<file path="config.mk">
export PLATFORM = sky130hd
export DESIGN_NAME = instr_encoder_flat
export DESIGN_NICKNAME = d
export VERILOG_FILES = /design/src/rtl/instr_encoder_if.sv /design/src/rtl/instr_encoder.sv /design/src/flat_wrapper.sv
export SDC_FILE = /design/constraint.sdc
export NUM_CORES = 1
export LEC_CHECK = 0
export BUFFER_PORTS_ARGS = -buffer_cell sky130_fd_sc_hd__buf_2
export CAP_MARGIN = 40
export CORE_MARGIN = 1.5
export CORE_UTILIZATION = 46
export DETAILED_ROUTE_END_ITERATION = 16
export PLACE_DENSITY = 0.69
export SYNTH_ARGS = -nofsm -noshare
export SYNTH_HDL_FRONTEND = slang
export SYNTH_SLANG_ARGS = --single-unit
</file>
<file path="constraint.sdc">
create_clock -name clk -period 4 [get_ports clk]
set_input_delay 0.4 -clock clk [delete_from_list [all_inputs] [get_ports clk]]
set_output_delay 0.4 -clock clk [all_outputs]
set_load 0.05 [all_outputs]
</file>
<file path="src/rtl/instr_encoder_if.sv">
// Request and instruction-memory write bus of instr_encoder.
// The master modport is the encoder side; the slave modport is the requester/imem side.
interface instr_encoder_if #(
  parameter int ADDR_W = 32
);
  logic              req_valid;
  logic              req_ready;
  logic [1:0]        req_class;
  logic [3:0]        req_cond;
  logic [5:0]        req_funct;
  logic [3:0]        req_rn;
  logic [3:0]        req_rd;
  logic [11:0]       req_src2;
  logic [23:0]       req_imm24;
  logic              imem_we;
  logic              imem_ready;
  logic [ADDR_W-1:0] imem_addr;
  logic [31:0]       imem_wdata;

  modport master (
    input  req_valid, req_class, req_cond, req_funct, req_rn, req_rd,
           req_src2, req_imm24, imem_ready,
    output req_ready, imem_we, imem_addr, imem_wdata
  );

  modport slave (
    output req_valid, req_class, req_cond, req_funct, req_rn, req_rd,
           req_src2, req_imm24, imem_ready,
    input  req_ready, imem_we, imem_addr, imem_wdata
  );
endinterface

</file>
<file path="src/rtl/instr_encoder.sv">
// Streaming ARM instruction encoder: packs field requests into words, queues them, writes imem.
// Optional feature: define ENCODER_ILLEGAL_TRAP_EN to drop class-11 requests and flag err.
module instr_encoder #(
  parameter int DEPTH  = 4,
  parameter int ADDR_W = 32
) (
  input  logic              clk,
  input  logic              reset,
  input  logic              start,
  input  logic [ADDR_W-1:0] base_addr,
  input  logic              finish,
  instr_encoder_if.master   bus,
  output logic              busy,
  output logic              done,
  output logic              err,
  output logic [15:0]       word_count
);
  localparam int PTR_W = (DEPTH > 1) ? $clog2(DEPTH) : 1;
  localparam int CNT_W = PTR_W + 1;
  localparam logic [CNT_W-1:0] FULL = CNT_W'(DEPTH);

  typedef enum logic [1:0] {IDLE, RUN, DRAIN} state_t;

  state_t            state;
  state_t            state_next;
  logic [31:0]       mem [DEPTH];
  logic [PTR_W-1:0]  wr_ptr;
  logic [PTR_W-1:0]  rd_ptr;
  logic [CNT_W-1:0]  count;
  logic [ADDR_W-1:0] addr;
  logic [31:0]       word;
  logic              req_ready;
  logic              imem_we;
  logic              trap;
  logic              fire_req;
  logic              push;
  logic              pop;

  always_comb begin
    word = {bus.req_cond, bus.req_class, bus.req_funct, bus.req_rn, bus.req_rd, bus.req_src2};
    if (bus.req_class == 2'b10)
      word = {bus.req_cond, 2'b10, bus.req_funct[5:4], bus.req_imm24};
  end

`ifdef ENCODER_ILLEGAL_TRAP_EN
  assign trap = (bus.req_class == 2'b11);
`else
  assign trap = 1'b0;
`endif

  assign fire_req = bus.req_valid && req_ready;
  assign push     = fire_req && !trap;
  assign pop      = imem_we && bus.imem_ready;

  always_ff @(posedge clk or negedge reset) begin
    if (!reset) state <= IDLE;
    else        state <= state_next;
  end

  always_comb begin
    state_next = state;
    case (state)
      IDLE:    if (start) state_next = RUN;
      RUN:     if (finish) state_next = DRAIN;
      DRAIN:   if (count == '0) state_next = IDLE;
      default: state_next = IDLE;
    endcase
  end

  // Occupancy is registered, so a freshly pushed word only becomes visible next cycle.
  always_comb begin
    req_ready = (state == RUN) && (count != FULL);
    imem_we   = (state != IDLE) && (count != '0);
    busy      = (state != IDLE);
  end

  assign bus.req_ready  = req_ready;
  assign bus.imem_we    = imem_we;
  assign bus.imem_addr  = addr;
  assign bus.imem_wdata = imem_we ? mem[rd_ptr] : 32'h0;

  always_ff @(posedge clk) begin
    if (push) mem[wr_ptr] <= word;
  end

  always_ff @(posedge clk or negedge reset) begin
    if (!reset) begin
      wr_ptr <= '0;
      rd_ptr <= '0;
      count  <= '0;
    end else begin
      if (push) wr_ptr <= wr_ptr + 1'b1;
      if (pop)  rd_ptr <= rd_ptr + 1'b1;
      case ({push, pop})
        2'b10:   count <= count + 1'b1;
        2'b01:   count <= count - 1'b1;
        default: count <= count;
      endcase
    end
  end

  always_ff @(posedge clk or negedge reset) begin
    if (!reset) begin
      addr       <= '0;
      word_count <= '0;
      done       <= 1'b0;
    end else begin
      done <= (state == DRAIN) && (state_next == IDLE);
      if (state == IDLE && start) begin
        addr       <= {base_addr[ADDR_W-1:2], 2'b00};
        word_count <= '0;
      end else if (pop) begin
        addr       <= addr + ADDR_W'(4);
        word_count <= word_count + 16'd1;
      end
    end
  end

`ifdef ENCODER_ILLEGAL_TRAP_EN
  always_ff @(posedge clk or negedge reset) begin
    if (!reset)                      err <= 1'b0;
    else if (state == IDLE && start) err <= 1'b0;
    else if (fire_req && trap)       err <= 1'b1;
  end
`else
  assign err = 1'b0;
`endif
endmodule

</file>
<file path="src/flat_wrapper.sv">
// flat-port wrapper written by rule: the top's interface ports become plain ports
module instr_encoder_flat 
#(
  parameter int DEPTH  = 4,
  parameter int ADDR_W = 32
)
  (clk, reset, start, base_addr, finish, busy, done, err, word_count, bus_req_valid, bus_req_class, bus_req_cond, bus_req_funct, bus_req_rn, bus_req_rd, bus_req_src2, bus_req_imm24, bus_imem_ready, bus_req_ready, bus_imem_we, bus_imem_addr, bus_imem_wdata);
  instr_encoder_if #(.ADDR_W(ADDR_W)) bus_i ();
  input  logic clk;
  input  logic reset;
  input  logic start;
  input  logic [ADDR_W-1:0] base_addr;
  input  logic finish;
  output logic busy;
  output logic done;
  output logic err;
  output logic [15:0] word_count;
  input wire logic [$bits(bus_i.req_valid)-1:0] bus_req_valid;
  input wire logic [$bits(bus_i.req_class)-1:0] bus_req_class;
  input wire logic [$bits(bus_i.req_cond)-1:0] bus_req_cond;
  input wire logic [$bits(bus_i.req_funct)-1:0] bus_req_funct;
  input wire logic [$bits(bus_i.req_rn)-1:0] bus_req_rn;
  input wire logic [$bits(bus_i.req_rd)-1:0] bus_req_rd;
  input wire logic [$bits(bus_i.req_src2)-1:0] bus_req_src2;
  input wire logic [$bits(bus_i.req_imm24)-1:0] bus_req_imm24;
  input wire logic [$bits(bus_i.imem_ready)-1:0] bus_imem_ready;
  output wire logic [$bits(bus_i.req_ready)-1:0] bus_req_ready;
  output wire logic [$bits(bus_i.imem_we)-1:0] bus_imem_we;
  output wire logic [$bits(bus_i.imem_addr)-1:0] bus_imem_addr;
  output wire logic [$bits(bus_i.imem_wdata)-1:0] bus_imem_wdata;
  assign bus_i.req_valid = bus_req_valid;
  assign bus_i.req_class = bus_req_class;
  assign bus_i.req_cond = bus_req_cond;
  assign bus_i.req_funct = bus_req_funct;
  assign bus_i.req_rn = bus_req_rn;
  assign bus_i.req_rd = bus_req_rd;
  assign bus_i.req_src2 = bus_req_src2;
  assign bus_i.req_imm24 = bus_req_imm24;
  assign bus_i.imem_ready = bus_imem_ready;
  assign bus_req_ready = bus_i.req_ready;
  assign bus_imem_we = bus_i.imem_we;
  assign bus_imem_addr = bus_i.imem_addr;
  assign bus_imem_wdata = bus_i.imem_wdata;
  instr_encoder #(.DEPTH(DEPTH), .ADDR_W(ADDR_W)) u_core (.clk(clk), .reset(reset), .start(start), .base_addr(base_addr), .finish(finish), .bus(bus_i), .busy(busy), .done(done), .err(err), .word_count(word_count));
endmodule
</file>
# Word level (Yosys, flattened, before mapping)
# Memory sizes are Yosys's and may differ from the RTL's.
# Cells that the tools add are included.
[totals] regBits=58 latch_bits=0 mem_bits_rw=128 rom_bits=0 output_inout_bits=85 mem_count=1
[mem_list] memory="u_core.mem" depth=4 word_bits=32 read_ports=1 rd_clocked_by_memory_dff=0 write_ports=1 line_no="instr_encoder.sv:26" rtl="logic [31:0] mem [DEPTH];"
[op_classes] add_sub_neg=6 n_mul=0 n_div=0 n_lt_le_gt_ge=0 n_eq_ne=6 shift=0 n_mux=13 bitwise_logic=0 reduce_logical=13
[ops] cell="32-bit 2-to-1 mux" count=3
[ops] cell="32-bit by 3-bit adder with 32-bit output, second input constant" count=1
[ops] cell="16-bit 2-to-1 mux" count=2
[ops] cell="28-bit 2-to-1 mux" count=1
[ops] cell="16-bit by 1-bit adder with 16-bit output, second input constant" count=1
[ops] cell="2-bit == test, second input constant" count=3
[ops] cell="1-bit logical AND" count=6
[ops] cell="2-bit 2-to-1 mux" count=3
[ops] cell="2-bit one-hot mux with 3 select lines" count=1
[ops] cell="3-bit one-hot mux with 2 select lines" count=1
[ops] cell="2-bit nonzero test" count=3
[ops] cell="2-bit by 1-bit adder with 2-bit output, second input constant" count=2
[ops] cell="2-bit by 1-bit == test with 1-bit output, second input constant" count=2
[ops] cell="2-bit zero test" count=2
[ops] cell="3-bit by 1-bit adder with 3-bit output, second input constant" count=1
[ops] cell="3-bit zero test" count=1
[ops] cell="3-bit != test, second input constant" count=1
[ops] cell="3-bit nonzero test" count=1
[ops] cell="3-bit by 1-bit subtractor with 3-bit output, second input constant" count=1
[ops] cell="1-bit 2-to-1 mux" count=2

# Longest topological paths before layout
# Gate-level depths: netlist of the first run.
[depth] ltp_word=5 depth_mapped=11 depth_no_buf=10

# Worst setup path before layout of the first run
# Ideal clock, no wire load.
[synth_timing] path_type="register -> register" start="register u_core.state[1]" end="memory u_core.mem[0][0], enable pin" setup_ns=0.392 arrival_time_ns=2.496 setup_slack_ns=1.112 path_stages_with_launch=4 cell_sequence="dfrtp_1 -> nand2b_1 -> a31oi_1 -> and3_1"
[synth_via] elab_chain_cells=5
[synth_rtl] element="start: declaration" line_no="instr_encoder.sv:24" rtl="state_t state;"
[synth_rtl] element="start signal: assignment" line_no="instr_encoder.sv:57" rtl="else state <= state_next;"
[synth_rtl] element="2-bit by 1-bit == test with 1-bit output" line_no="instr_encoder.sv:72" rtl="req_ready = (state == RUN) && (count != FULL);"
[synth_rtl] element="1-bit logical AND" line_no="instr_encoder.sv:72"
[synth_rtl] element="via bus_req_ready" line_no="flat_wrapper.sv:27" rtl="output wire logic [$bits(bus_i.req_ready)-1:0] bus_req_ready;"
[synth_rtl] element="1-bit logical AND" line_no="instr_encoder.sv:51" rtl="assign fire_req = bus.req_valid && req_ready;"
[synth_rtl] element="1-bit 2-to-1 mux" line_no="instr_encoder.sv:83" rtl="if (push) mem[wr_ptr] <= word;"
[synth_rtl] element="1-bit 2-to-1 mux (not written as such)" line_no="instr_encoder.sv:83"
[synth_rtl] element="end: declaration" line_no="instr_encoder.sv:26"
# The timed path passes the listed nets, and every way through them passes these cells.

# Final worst setup path of the first run
[layout_timing] start="register u_core.count[0]" end="register u_core.count[2]"
[layout_via] elab_chain_cells=5 word_cells_on_any_way=12
[layout_rtl] element="start: declaration" line_no="instr_encoder.sv:29" rtl="logic [CNT_W-1:0] count;"
[layout_rtl] element="start signal: assignment" line_no="instr_encoder.sv:95" rtl="2'b10: count <= count + 1'b1;"
[layout_rtl] element="start signal: assignment" line_no="instr_encoder.sv:96" rtl="2'b01: count <= count - 1'b1;"
[layout_rtl] element="start signal: assignment" line_no="instr_encoder.sv:97" rtl="default: count <= count;"
[layout_rtl] element="3-bit != test or 3-bit nonzero test (tied branches)" line_no="instr_encoder.sv:72, instr_encoder.sv:73"
[layout_rtl] element="1-bit logical AND, on equally long branches" line_no="instr_encoder.sv:72, instr_encoder.sv:73"
[layout_rtl] element="1-bit logical AND, on equally long branches" line_no="instr_encoder.sv:51, instr_encoder.sv:53"
[layout_rtl] element="2-bit by 1-bit == test with 1-bit output or 2-bit == test (tied branches)" line_no="instr_encoder.sv:94" rtl="case ({push, pop})"
[layout_rtl] element="3-bit one-hot mux with 2 select lines or 2-bit nonzero test (tied branches)"
# Several ways; a longest one is shown, not always the timed one.
# A chain may end at the register's enable or synchronous reset.

==> metrics.txt, run 1 <==
H-tree lvl count=4; hold buffers post-CTS=0; largest family of logic cells by synthesized area=multiplexers; Commonest cells post-synth=edfxtp_1 (128), dfrtp_1 (56), nand2_1 (45); worst-case reg-to-reg path depth=10; Residual DRC=0; PD cells=777.2 nW/um2; Crit Path Max Fanout=36; Die Area=18,600 um2; Post CTS Setup Buffer Count=0; met3 WL post-DR=1300 um; final hold violation count=0; max layer used=met5; post-synthesis mux area share=0.1248; sw frac=0.4431; DIE HEIGHT=136.4 um; met2 WL=9346 um; Ys Warns=0; CTS root buf=clkbuf_16; sequential area share after synthesis=0.6410; syn avg cell area=14.31 um2; CTS tree=built; top-count cell post-synth=edfxtp_1; Via density=5.427; hpwl dp=12,610 um; worst hold path class=input port to asynchronous set/reset pin; Fmax=0.3263 GHz; Layout area overhead=21.96%; placed cell area=9410 um2; vias in the first global route=5,511; final wirelength=18,210 um; minimum clock period=3.065 ns; Ports=179; Slew Viols, Final=0; GRT Total Usage=0.2055; XOR/XNOR Fraction of Synth Area=0.04174; CTS buffer count=17; P_int=4.319 mW; Fill cells=1,393; largest net degree at the start of global routing=57; Post-Synth Simple-Gate Area=0.1206; RD Place Congestion=0.8785; Pre-antenna DRT Iters=5; CP arrival=3.41 ns; initial antenna violation count=1; final setup violation count=0; CP Launch Type=flop; Post-CTS Resized=0; largest area contributor in the netlist=edfxtp_1; Worst-Margin Slew=0.9201 ns; # port buffers=173; Clk Latency, worst-skew pair=0.44 ns; period utilization=0.7662; main flop type after synthesis=edfxtp_1; Post-synth EDFFs=128; max-cap violation count=0; die width=136.4 um; Initial Util=0.4715; Synth Area in Compound Gates=0.03456; RSZ-0062 raised after global routing=no; synthesized area=8183 um2; # diodes=0; power share of the clock group=0.208; share of the synthesized area in the top cell type=0.4697; via count=5,329; clk buf depth=2; first-pass GRT wire length=28,550 um; outcome=finished clean; Flop pwr share=0.354; ANT nets after route=0; total gr overflow=0; type of element capturing the critical path=flop; DRT met1 WL=7380 um; DR WL/cell=18.55 um; Yosys reg bits=184; Worst-path clk slew=0.07 ns; Core Rows=48; Initial DRC Count=317; Worst R2R End=u_core.count[2]; CTS Sinks=184; Net Sw Power=3.437 mW; VDD IR max=586.4 uV; Leak=3.971 nW; r2r setup slk=0.94 ns; post-synth cell types=47; adder-cell share of the synthesized area=0.01315; largest cells by area after synthesis=edfxtp_1 (47%), dfrtp_1 (17%), mux4_2 (8.8%), mux2_2 (3.3%), and3_1 (3.1%); TNS Setup=0 ns; Max-slew headroom=0.3809; ratio of cells with drive above 1 in the final layout=0.3738; reg2reg start=u_core.count[0]; Crit Path Class=flop to flop; worst path required time=4.34 ns; Core ar.=17,360 um2; design area=9980 um2; combinational share of power=0.438; async set or reset register ratio after synthesis=0.3043; Mapped Cells=572; worst clock skew=0.01976 ns; nets=846
==> registers in the layout (all words and copies together) (netlist names) <==
register	count
u_core.wr_ptr	2
u_core.state	2
u_core.word_count	16
u_core.mem	128
u_core.done	1
u_core.count	3
u_core.rd_ptr	2
u_core.bus.imem_addr	30
==> worst max-delay path: stages (launching register included) <==
cell and delay [ns]:
dfrtp_1 0.41, or3_1 0.14, buf_4 0.35, nand2_1 0.39, inv_1 0.53, ha_1 0.28
inv_1 0.07, fa_1 0.38, xor2_1 0.16, nor2_1 0.11, xor2_1 0.17
==> cell usage in the layout, fill, tap and decap left out, types with 5 or more instances in the layout <==
cell type    n
a21oi_1      6
nand2_1     45
nor2_1      29
dfrtp_1     54
mux2_2      24
buf_2      174
and3_1      37
o211ai_1     6
inv_1       13
nor4_1      12
xnor2_1     22
xor2_1      17
o21ai_0     11
nor3_1       9
nand3_1     17
buf_16       5
nand4_1     10
o21ai_1      9
mux4_2      32
ha_1         7
edfxtp_1   128
clkbuf_16   17
buf_4        6
==> power by group through the flow <==
stage / sequential [mW] / clock, mW / combinational (mW)
global placement: 2.81 / 0 / 3.23
detailed placement: 2.79 / 0 / 3.42
CTS: 2.75 / 1.66 / 3.44
global route: 2.80 / 1.74 / 3.61
finish: 2.75 / 1.61 / 3.39
floorplan: 3.19 / 0 / 2.06
==> per-stage QoR <==
| step | cells | worst slack [ns] | hold WS, ns | power (mW) | utilization |
|---|---|---|---|---|---|
| floorplan | 574 | 1.112 | 0.1044 | 5.257 | - |
| global placement | 943 | 1.022 | 0.4949 | 6.045 | 0.5328 |
| detailed placement | 950 | 0.8922 | 0.5186 | 6.209 | 0.5422 |
| CTS | 982 | 0.8892 | 0.1213 | 7.844 | 0.5750 |
| global route | 982 | 0.6866 | 0.1567 | 8.152 | 0.5750 |
| finish | 982 | 0.9352 | 0.1147 | 7.756 | 0.5750 |
==> layer usage <==
metal | up-vias | track usage
li1 | 2487 | -
met1 | 2622 | 0.2567
met2 | 200 | 0.3504
met3 | 18 | 0.04884
met4 | 2 | 0.07210
met5 | - | 0
==> worst max path at each step <==
| stage | from | depth (start not counted) | end |
|---|---|---|---|
| 2_1_floorplan | u_core.state[1] | 3 | u_core.mem[0][0] |
| 3_3_place_gp | u_core.count[0] | 10 | u_core.count[2] |
| 3_5_place_dp | u_core.count[0] | 10 | u_core.count[2] |
| 4_1_cts | u_core.count[0] | 10 | u_core.count[2] |
| 5_1_grt | u_core.count[0] | 10 | u_core.count[2] |
| 6_report | u_core.count[0] | 10 | u_core.count[2] |
==> area by class of cell <==
| cell class | instances | area, um2 | area share |
|---|---|---|---|
| clock buffer | 18 | 429.2 | 0.04300 |
| clock inverter | 14 | 140.1 | 0.01404 |
| sequential | 184 | 5248 | 0.5258 |
| inverter | 13 | 48.80 | 0.004890 |
| timing repair buffer | 186 | 1074 | 0.1076 |
| multi-input combinational | 342 | 2759 | 0.2765 |
| tap | 225 | 281.5 | 0.02821 |
==> cells by family after synthesis <==
kind of cell               after synthesis
adders and majority gates                8
xor gates and xnor gates                39
muxes                                   59
AOI/OAI and AO/OA                       46
DFF                                    184
buffers and inverters                   48
and+or+nand+nor                        187
other                                    1
Note: power is estimated with default switching activity, not from simulation.
==> inputs of run 2 (changes only) <==
--- a/config.mk
+++ b/config.mk
@@ -10,7 +10,7 @@
 export CORE_MARGIN = 1.5
 export CORE_UTILIZATION = 46
 export DETAILED_ROUTE_END_ITERATION = 16
-export PLACE_DENSITY = 0.69
+export PLACE_DENSITY = 0.72
 export SYNTH_ARGS = -nofsm -noshare
 export SYNTH_HDL_FRONTEND = slang
 export SYNTH_SLANG_ARGS = --single-unit
==> constraint.sdc (replaced) <==
create_clock -name clk -period 2.7 [get_ports clk]
set_input_delay 0.27 -clock clk [delete_from_list [all_inputs] [get_ports clk]]
set_output_delay 0.27 -clock clk [all_outputs]
set_load 0.05 [all_outputs]
==> metrics.txt, run 2 (synthesized netlist as in run 1, its figures left out) <==
RD Place Congestion=0.8811 (+0.30%); most common cell after layout, fill and taps aside=buf_2; Max-slew headroom=0.5995 (+0.2186); max reg flops=128 (unchanged); die width=136.4 um (unchanged); vias in the first global route=5,716 (+3.7%); PD cells=1163 nW/um2 (+50%); CTS Sinks=184 (unchanged); ANT nets after route=0 (unchanged); worst path required time=2.43 ns (-1.91 ns); met2 Use GR=0.3634 (+0.01291); initial antenna violation count=1 (unchanged); slowest cell delay on critical path=0.57 ns (+0.04 ns); met1 Usage GRT=0.2642 (+0.007563); # port buffers=173 (unchanged); Pwr Total=11.70 mW (+51%); DIE HEIGHT=136.4 um (unchanged); CTS buffer count=17 (unchanged); Fill cells=1,394 (+0.072%); Post-CTS Resized=0 (unchanged); Leak=4.031 nW (+1.5%); Top reg by flops=u_core.mem; Crit Path Max Fanout=27 (-25%); CTS tree=built; first-pass GRT wire length=29,590 um (+3.6%); final hold violation count=0 (unchanged); total gr overflow=0 (unchanged); period utilization=0.9087; type of element capturing the critical path=primary output; Initial DRC Count=343 (+8.2%); Crit-path slowest cell=or3_1; TNS Setup=0 ns (unchanged); Die Area=18,600 um2 (unchanged); CP Launch Type=flop; largest net degree at the start of global routing=30 (-47%); VDD IR max=920.3 uV (+57%); # diodes=0 (unchanged); Fmax=0.4076 GHz; Via density=5.522 (+1.8%); most frequent cells in the layout=buf_2 (173), edfxtp_1 (128), dfrtp_1 (55), nand2_1 (45), and3_1 (37); final wirelength=18,670 um (+2.5%); worst hold path class=input port to flop; nets=858 (+1.4%); CP arrival=2.18 ns (-1.23 ns); Core Rows=48 (unchanged); Clk Latency, worst-skew pair=0.43 ns (about the same); Layout area overhead=22.98%; H-tree lvl count=4 (unchanged); Worst-path clk slew=0.06 ns (about the same); Slew Viols, Final=0 (unchanged); Worst-Margin Slew=0.6007 ns (-0.3194 ns); GR peak layer=met2; Initial Util=0.4715 (unchanged); CTS root buf=clkbuf_16; clk buf depth=2 (unchanged); Residual DRC=0 (unchanged); outcome=finished clean; ordered cell list for the critical path=or3_1 > buf_4 > and3_1 > buf_2; DR WL/cell=18.80 um (+1.3%); worst clock skew=0.01186 ns (-0.007896 ns); Core ar.=17,360 um2 (unchanged); ratio of cells with drive above 1 in the final layout=0.3802 (+0.006364); GRT Total Usage=0.2113 (+0.005773); final setup violation count=0 (unchanged); RSZ-0062 raised after global routing=no; Crit Path Class=flop to primary output; met3 usage=0.05705 (+0.008203); Pre-antenna DRT Iters=5 (unchanged); max-cap violation count=0 (unchanged); via count=5,483 (+2.9%); minimum clock period=2.454 ns; hpwl dp=12,790 um (+1.4%); Ports=179 (unchanged)
run 2: changes by cell type in the layout (fill, tap and decap cells not counted), sizes merged:
cell,change
buf,+11
bufinv,+2
clkinvlp,-2
dlygate4sd3,+1
inv,-1
run 2: worst max-delay path: cells and delay by family (launching register included):
kind	cells	cell delay, ns
buffers and inverters	2	0.54
DFF	1	0.42
and+or+nand+nor	2	0.80
run 2: final timing paths:
kind / from / end / slack, ns / cells past startpoint
setup / recovery: u_core.count[0] / bus_imem_wdata[27] / 0.25 / 4
hold / removal: base_addr[12] / u_core.bus.imem_addr[12] / 0.05 / 3
setup reg to reg: u_core.count[2] / u_core.count[2] / 0.43 / 9
hold reg to reg: u_core.count[0] / u_core.count[0] / 0.53 / 1
max in group asynchronous: reset / u_core.word_count[7] / 1.58 / 4
min in group asynchronous: reset / u_core.bus.imem_addr[28] / 0.36 / 2
run 2: timing repair:
action / 4_1_cts / 5_1_grt
hold buffers: 1 / 0
hold endpoints to repair: 22 / 0
setup buffers: 0 / 0
run 2: final cells by class:
| class | instances | area (um2) | area share |
|---|---|---|---|
| clock buffers | 18 | 429.2 | 0.04265 |
| clock inverters | 13 | 166.4 | 0.01654 |
| inverters | 13 | 48.80 | 0.004849 |
| multi-input cells | 342 | 2765 | 0.2748 |
| flip-flops and latches | 184 | 5246 | 0.5213 |
| well taps | 225 | 281.5 | 0.02797 |
| repair buffers | 198 | 1126 | 0.1119 |
run 2: per-stage QoR:
step / utilization / instances / hold WS [ns] / setup slack [ns] / cell area (um2)
floorplan: - / 574 / -0.02559 / 0.2879 / 8202
global placement: 0.5433 / 960 / 0.4744 / 0.5329 / 9430
detailed placement: 0.5449 / 961 / 0.2941 / 0.4800 / 9458
CTS: 0.5798 / 993 / 0.03397 / 0.1961 / 10060
global route: 0.5798 / 993 / 0.03292 / 0.1408 / 10060
finish: 0.5798 / 993 / 0.04728 / 0.2465 / 10060
run 2: routing by layer:
metal | share of wire | wire (um) | vias to the layer above
li1 | - | - | 2523
met1 | 0.40 | 7536 | 2743
met2 | 0.52 | 9640 | 197
met3 | 0.070 | 1304 | 18
met4 | 0.0092 | 171 | 2
met5 | 0.00064 | 12 | -
run 2: power breakdown:
group,leakage [nW],internal [mW],switching (mW)
registers,1.86,3.53,0.453
clock network,0.287,1.46,1.07
logic,1.88,1.59,3.59
